$ cat src/rtl/fifo_sync_flags.sv
// -----------------------------------------------------------------------------
// fifo_sync_flags
//
// Single-clock synchronous FIFO with occupancy count, programmable almost-full /
// almost-empty thresholds, one-cycle overflow/underflow error pulses and a
// selectable read mode: registered read (FWFT=0) or first-word-fall-through
// (FWFT=1).
//
// Parameters:
//   width     data word width in bits
//   Depth     number of entries (power of two, >= 4)
//   AF_LEVEL  almost_full asserts when count >= AF_LEVEL
//   AE_LEVEL  almost_empty asserts when count <= AE_LEVEL
//   FWFT      0 = data_out registered on an accepted read,
//             1 = data_out shows the head word whenever not empty
//
// Ports:
//   clk           rising-edge clock
//   rst           synchronous active-high reset
//   wr_en         write request, accepted when not full
//   data_in       write data
//   rd_en         read request, accepted when not empty
//   data_out      read data
//   full          count == Depth
//   empty         count == 0
//   almost_full   count >= AF_LEVEL
//   almost_empty  count <= AE_LEVEL
//   count         current occupancy, 0..Depth
//   overflow      high for the cycle after a rejected write
//   underflow     high for the cycle after a rejected read
// -----------------------------------------------------------------------------
module fifo_sync_flags #(
   parameter int unsigned width    = 32,
   parameter int unsigned Depth    = 128,
   parameter int unsigned AF_LEVEL = Depth - 4,
   parameter int unsigned AE_LEVEL = 4,
   parameter bit          FWFT     = 1'b0
) (
   input  logic                   clk,
   input  logic                   rst,
   input  logic                   wr_en,
   input  logic [width-1:0]       data_in,
   input  logic                   rd_en,
   output logic [width-1:0]       data_out,
   output logic                   full,
   output logic                   empty,
   output logic                   almost_full,
   output logic                   almost_empty,
   output logic [$clog2(Depth):0] count,
   output logic                   overflow,
   output logic                   underflow
);

   localparam int unsigned PtrW = $clog2(Depth);
   localparam int unsigned CntW = PtrW + 1;

   localparam logic [CntW-1:0] CntFull = CntW'(Depth);
   localparam logic [CntW-1:0] AfLevel = CntW'(AF_LEVEL);
   localparam logic [CntW-1:0] AeLevel = CntW'(AE_LEVEL);

   // Storage and state
   logic [width-1:0] mem_q [Depth];

   logic [PtrW-1:0]  wr_ptr_q, wr_ptr_d;
   logic [PtrW-1:0]  rd_ptr_q, rd_ptr_d;
   logic [CntW-1:0]  count_q, count_d;
   logic             overflow_q, overflow_d;
   logic             underflow_q, underflow_d;

   logic             wr_acc;
   logic             rd_acc;

   // Flags are decoded from the registered count only, so they describe the
   // state left by the previous edge and never depend on this cycle's requests.
   always_comb begin
      full         = (count_q == CntFull);
      empty        = (count_q == '0);
      almost_full  = (count_q >= AfLevel);
      almost_empty = (count_q <= AeLevel);
   end

   // Acceptance and next state. A write while full is refused even if a read
   // is accepted in the same cycle, and vice versa for a read while empty.
   always_comb begin
      wr_acc      = wr_en & ~full;
      rd_acc      = rd_en & ~empty;

      wr_ptr_d    = wr_ptr_q;
      rd_ptr_d    = rd_ptr_q;
      count_d     = count_q;

      if (wr_acc) begin
         wr_ptr_d = wr_ptr_q + PtrW'(1);
      end
      if (rd_acc) begin
         rd_ptr_d = rd_ptr_q + PtrW'(1);
      end

      unique case ({wr_acc, rd_acc})
         2'b10:   count_d = count_q + CntW'(1);
         2'b01:   count_d = count_q - CntW'(1);
         default: count_d = count_q;
      endcase

      overflow_d  = wr_en & full;
      underflow_d = rd_en & empty;
   end

   always_ff @(posedge clk) begin
      if (rst) begin
         wr_ptr_q    <= '0;
         rd_ptr_q    <= '0;
         count_q     <= '0;
         overflow_q  <= 1'b0;
         underflow_q <= 1'b0;
      end else begin
         wr_ptr_q    <= wr_ptr_d;
         rd_ptr_q    <= rd_ptr_d;
         count_q     <= count_d;
         overflow_q  <= overflow_d;
         underflow_q <= underflow_d;
      end
   end

   // Memory is deliberately not reset; a write presented during reset is
   // dropped so it cannot disturb contents behind the cleared pointers.
   always_ff @(posedge clk) begin
      if (!rst && wr_acc) begin
         mem_q[wr_ptr_q] <= data_in;
      end
   end

   assign count     = count_q;
   assign overflow  = overflow_q;
   assign underflow = underflow_q;

   // Read data path
   if (FWFT) begin : g_fwft
      // Head word is exposed directly; rd_en only acknowledges and pops it.
      assign data_out = mem_q[rd_ptr_q];
   end else begin : g_std
      logic [width-1:0] dout_q, dout_d;

      always_comb begin
         dout_d = dout_q;
         if (rd_acc) begin
            dout_d = mem_q[rd_ptr_q];
         end
      end

      always_ff @(posedge clk) begin
         if (rst) begin
            dout_q <= '0;
         end else begin
            dout_q <= dout_d;
         end
      end

      assign data_out = dout_q;
   end

endmodule
$ cat config.mk
export PLATFORM = sky130hd
export DESIGN_NAME = fifo_sync_flags
export DESIGN_NICKNAME = d
export VERILOG_FILES = /design/src/rtl/fifo_sync_flags.sv
export SDC_FILE = /design/constraint.sdc
export NUM_CORES = 2
export LEC_CHECK = 0
export CORE_MARGIN = 1.5
export CORE_UTILIZATION = 40
export DETAILED_ROUTE_END_ITERATION = 16
export PLACE_DENSITY = 0.56
export SKIP_CTS_REPAIR_TIMING = 1
export SYNTH_ARGS = -nofsm -noshare
export SYNTH_HDL_FRONTEND = slang
export SYNTH_SLANG_ARGS = --single-unit
$ cat constraint.sdc
create_clock -name clk -period 13.15 [get_ports clk]
set_input_delay 2.63 -clock clk [delete_from_list [all_inputs] [get_ports clk]]
set_output_delay 2.63 -clock clk [all_outputs]
set_load 0.01 [all_outputs]
==> flow_summary.ini <==
[run_status]
outcome = complete, but fails checks
violations = max-capacitance violations, max-slew violations

[setup_path]
crit_required_ps = 13930
r2r-end = data_out[19]$_SDFFE_PP0P_
start_kind = flop
critPathKind = flop to flop
cp.arrival_ps = 7000
ff2ff_setup_slack_ps = 6930
reg2reg_from = rd_ptr_q[0]$_SDFFE_PP0P_
cp_max_fo = 124
crit_path_end_kind = flop
r2r_cells = 8

[global_route]
first_global_vias = 76700
use_met2_pct = 35.1
met1_usage_pct = 31.8
grt_usage_pct = 22.4
grt_use_met3_pct = 3.92
gr-total-overflow = 0
top_usage_layer = met2
grt_max_degree = 125
antenna_found_initial = 45
grt_pass1_wl_um = 625000

[sta]
slew_headroom_pct = -7.16
timing.fmax_mhz = 161
min_period_ps = 6220
finalSetupTns_ps = 0
post-route-period-util_pct = 47.3
hold_viol_final = 0
layout_setup_ws_ps = 6930
finalMaxSlewViolations = 2
setup_viol = 0
clock_skew_ps = 65.6
rsz0062_at_grt = false
worst_pin_slew_ps = 1600
whs_ps = 580

[synthesis]
synth_enable_flop_cells = 4096
synth_fa_ha_area_share_pct = 0.0833
synth_compound_area_share_pct = 3.52
synth_flop_cell = edfxtp_1
synth.avg_cell_area_um2 = 21.3
synth_cell_types = 54
synth.area.top_cells = edfxtp_1 (77%), mux4_2 (11%), mux2i_1 (4.3%)
ys_seq_elements = 4152
syn-num-nets = 7524
yosysWarnings = 0
synthSimpleGateAreaFrac_pct = 1.50
synthXorXnorAreaFrac_pct = 0.0880
syn_area_um2 = 159000
syn_inst = 7478
synthMuxAreaShare_pct = 15.3
synth_top_family_by_area = multiplexers
synthArstFlopShare_pct = 0
synth_top_area_share_pct = 77.3
synth_top_cell_by_area = edfxtp_1
yosysSeqAreaShare_pct = 78.0

[cells_and_area]
fin_nets = 7758
nFillCells = 33000
multi_input_area_um2 = 33700
stdcell_count = 13300
final_common_cell = edfxtp_1
area_delta_synth_final_pct = 13.4
regArea_um2 = 124000
drive_gt1_share_pct = 21.5
layout_common_cells = edfxtp_1 (4096), mux4_2 (768), mux2i_1 (678), clkbuf_16 (444), a22oi_1 (256)

[min_path]
min_to = count[7]$_SDFFE_PP0P_
hp-class = flop to flop
holdCritStartpoint = count[7]$_SDFFE_PP0P_
hold_path_depth = 2

[clock_network]
clk_path_buf_depth = 4
numCtsBuffers = 432
clk_latency_ps = 980
cts.htree.levels = 5
clk_pin_slew_ps = 60
cts_tree = done
clock-sinks = 4152
cts-root-buf = clkbuf_16

[power_and_ir_drop]
p_per_area_nw_per_um2 = 175
p_leak_nw = 53.3
vdd_drop_max_mv = 0.122

[die]
rows = 231
die_w_um = 634
die-area_um2 = 402000
start_util_pct = 40.2
die_y_um = 634
ios = 82
fp.coreArea_um2 = 396000

[placed_design]
gp_congestion = 0.898
dp.cells = 12500
port-buffer-count = 81
dp_slack_ps = 6440
dp_hpwl_um = 277000

[detailed_routing]
final_antenna_net_count = 0
drt_first_pass_iters = 6
drtIter0Drc = 10200
vias_per_cell = 5.87
vias = 78300
drc = 0
post_drt_wl_per_cell_um = 34.2
routed_wl_um = 456000

[run]
cap_violations = 1
-- report_power, final --
| part | switching (W) | total (W) | internal [W] | leakage (nW) |
|---|---|---|---|---|
| Sequential | 0.000229 | 0.0148 | 0.0146 | 37.3 |
| Clock | 0.00505 | 0.0121 | 0.00701 | 6.78 |
| Combinational | 0.00278 | 0.00468 | 0.00190 | 9.28 |
| Total | 0.00806 | 0.0316 | 0.0235 | 53.3 |
-- cell usage after synthesis (43+ instances only) --
library cell,instances
nand2_1,222
dfxtp_1,56
mux4_2,768
edfxtp_1,4096
a22oi_1,256
a221oi_1,71
clkbuf_1,208
a31oi_1,96
a21oi_1,171
nor2_1,157
o21ai_0,111
buf_2,85
a211oi_1,67
buf_4,79
buf_6,43
nand3_1,79
mux2i_1,678
-- worst max-delay path by stage --
stage | cells after the start | from | to
4_1_cts | 8 | rd_ptr_q[0]$_SDFFE_PP0P_ | data_out[26]$_SDFFE_PP0P_
3_3_place_gp | 5 | wr_en | mem_q[12][29]$_DFFE_PP_
5_1_grt | 8 | rd_ptr_q[0]$_SDFFE_PP0P_ | data_out[26]$_SDFFE_PP0P_
3_5_place_dp | 5 | wr_en | mem_q[12][29]$_DFFE_PP_
2_1_floorplan | 4 | rst | mem_q[64][0]$_DFFE_PP_
6_report | 8 | rd_ptr_q[0]$_SDFFE_PP0P_ | data_out[19]$_SDFFE_PP0P_
-- cells by family after synthesis --
| kind of cell | count (synthesis) |
|---|---|
| buffers and inverters | 447 |
| AOI/OAI and AO/OA | 835 |
| adders and majority gates | 10 |
| and+or+nand+nor | 543 |
| muxes | 1475 |
| DFF | 4152 |
| xor gates and xnor gates | 16 |
-- cell type report --
cell class                 count  share of cell area (%)
sequential                  4152                    68.8
multi-input combinational   2879                    18.7
clock buffer                 540                    6.37
tap                         5242                    3.63
clock inverter               260                    1.33
timing repair buffer         242                    1.14
antenna                       19                  0.0263
inverter                       5                  0.0104
-- flip-flops by register name, indices dropped and copies added (netlist names) --
register   cells
count          8
mem_q       4096
overflow       1
underflow      1
rd_ptr_q       7
wr_ptr_q       7
data_out      32
-- worst max-delay path: stages (launching register included) --
cell and delay (ps):
dfxtp_4 700, buf_4 840, buf_12 680, buf_12 640, mux4_2 590, a22oi_1 540
nand3_1 260, a211oi_1 1330, a211oi_1 90
-- per-layer routing --
layer	wire, µm	vias to the layer above
met1	187000	42100
met4	17100	6
met2	213000	3576
met5	36	-
met3	38400	636
li1	-	31900
-- stage by stage --
step	power, W	area, µm²	utilization, %
after floorplan	0.0180	159000	-
after global placement	0.0198	167000	42.1
after detailed placement	0.0198	167000	42.1
after CTS	0.0318	180000	45.6
after global routing	0.0325	180000	45.6
final	0.0316	180000	45.6
(Power assumes the default switching activity.)
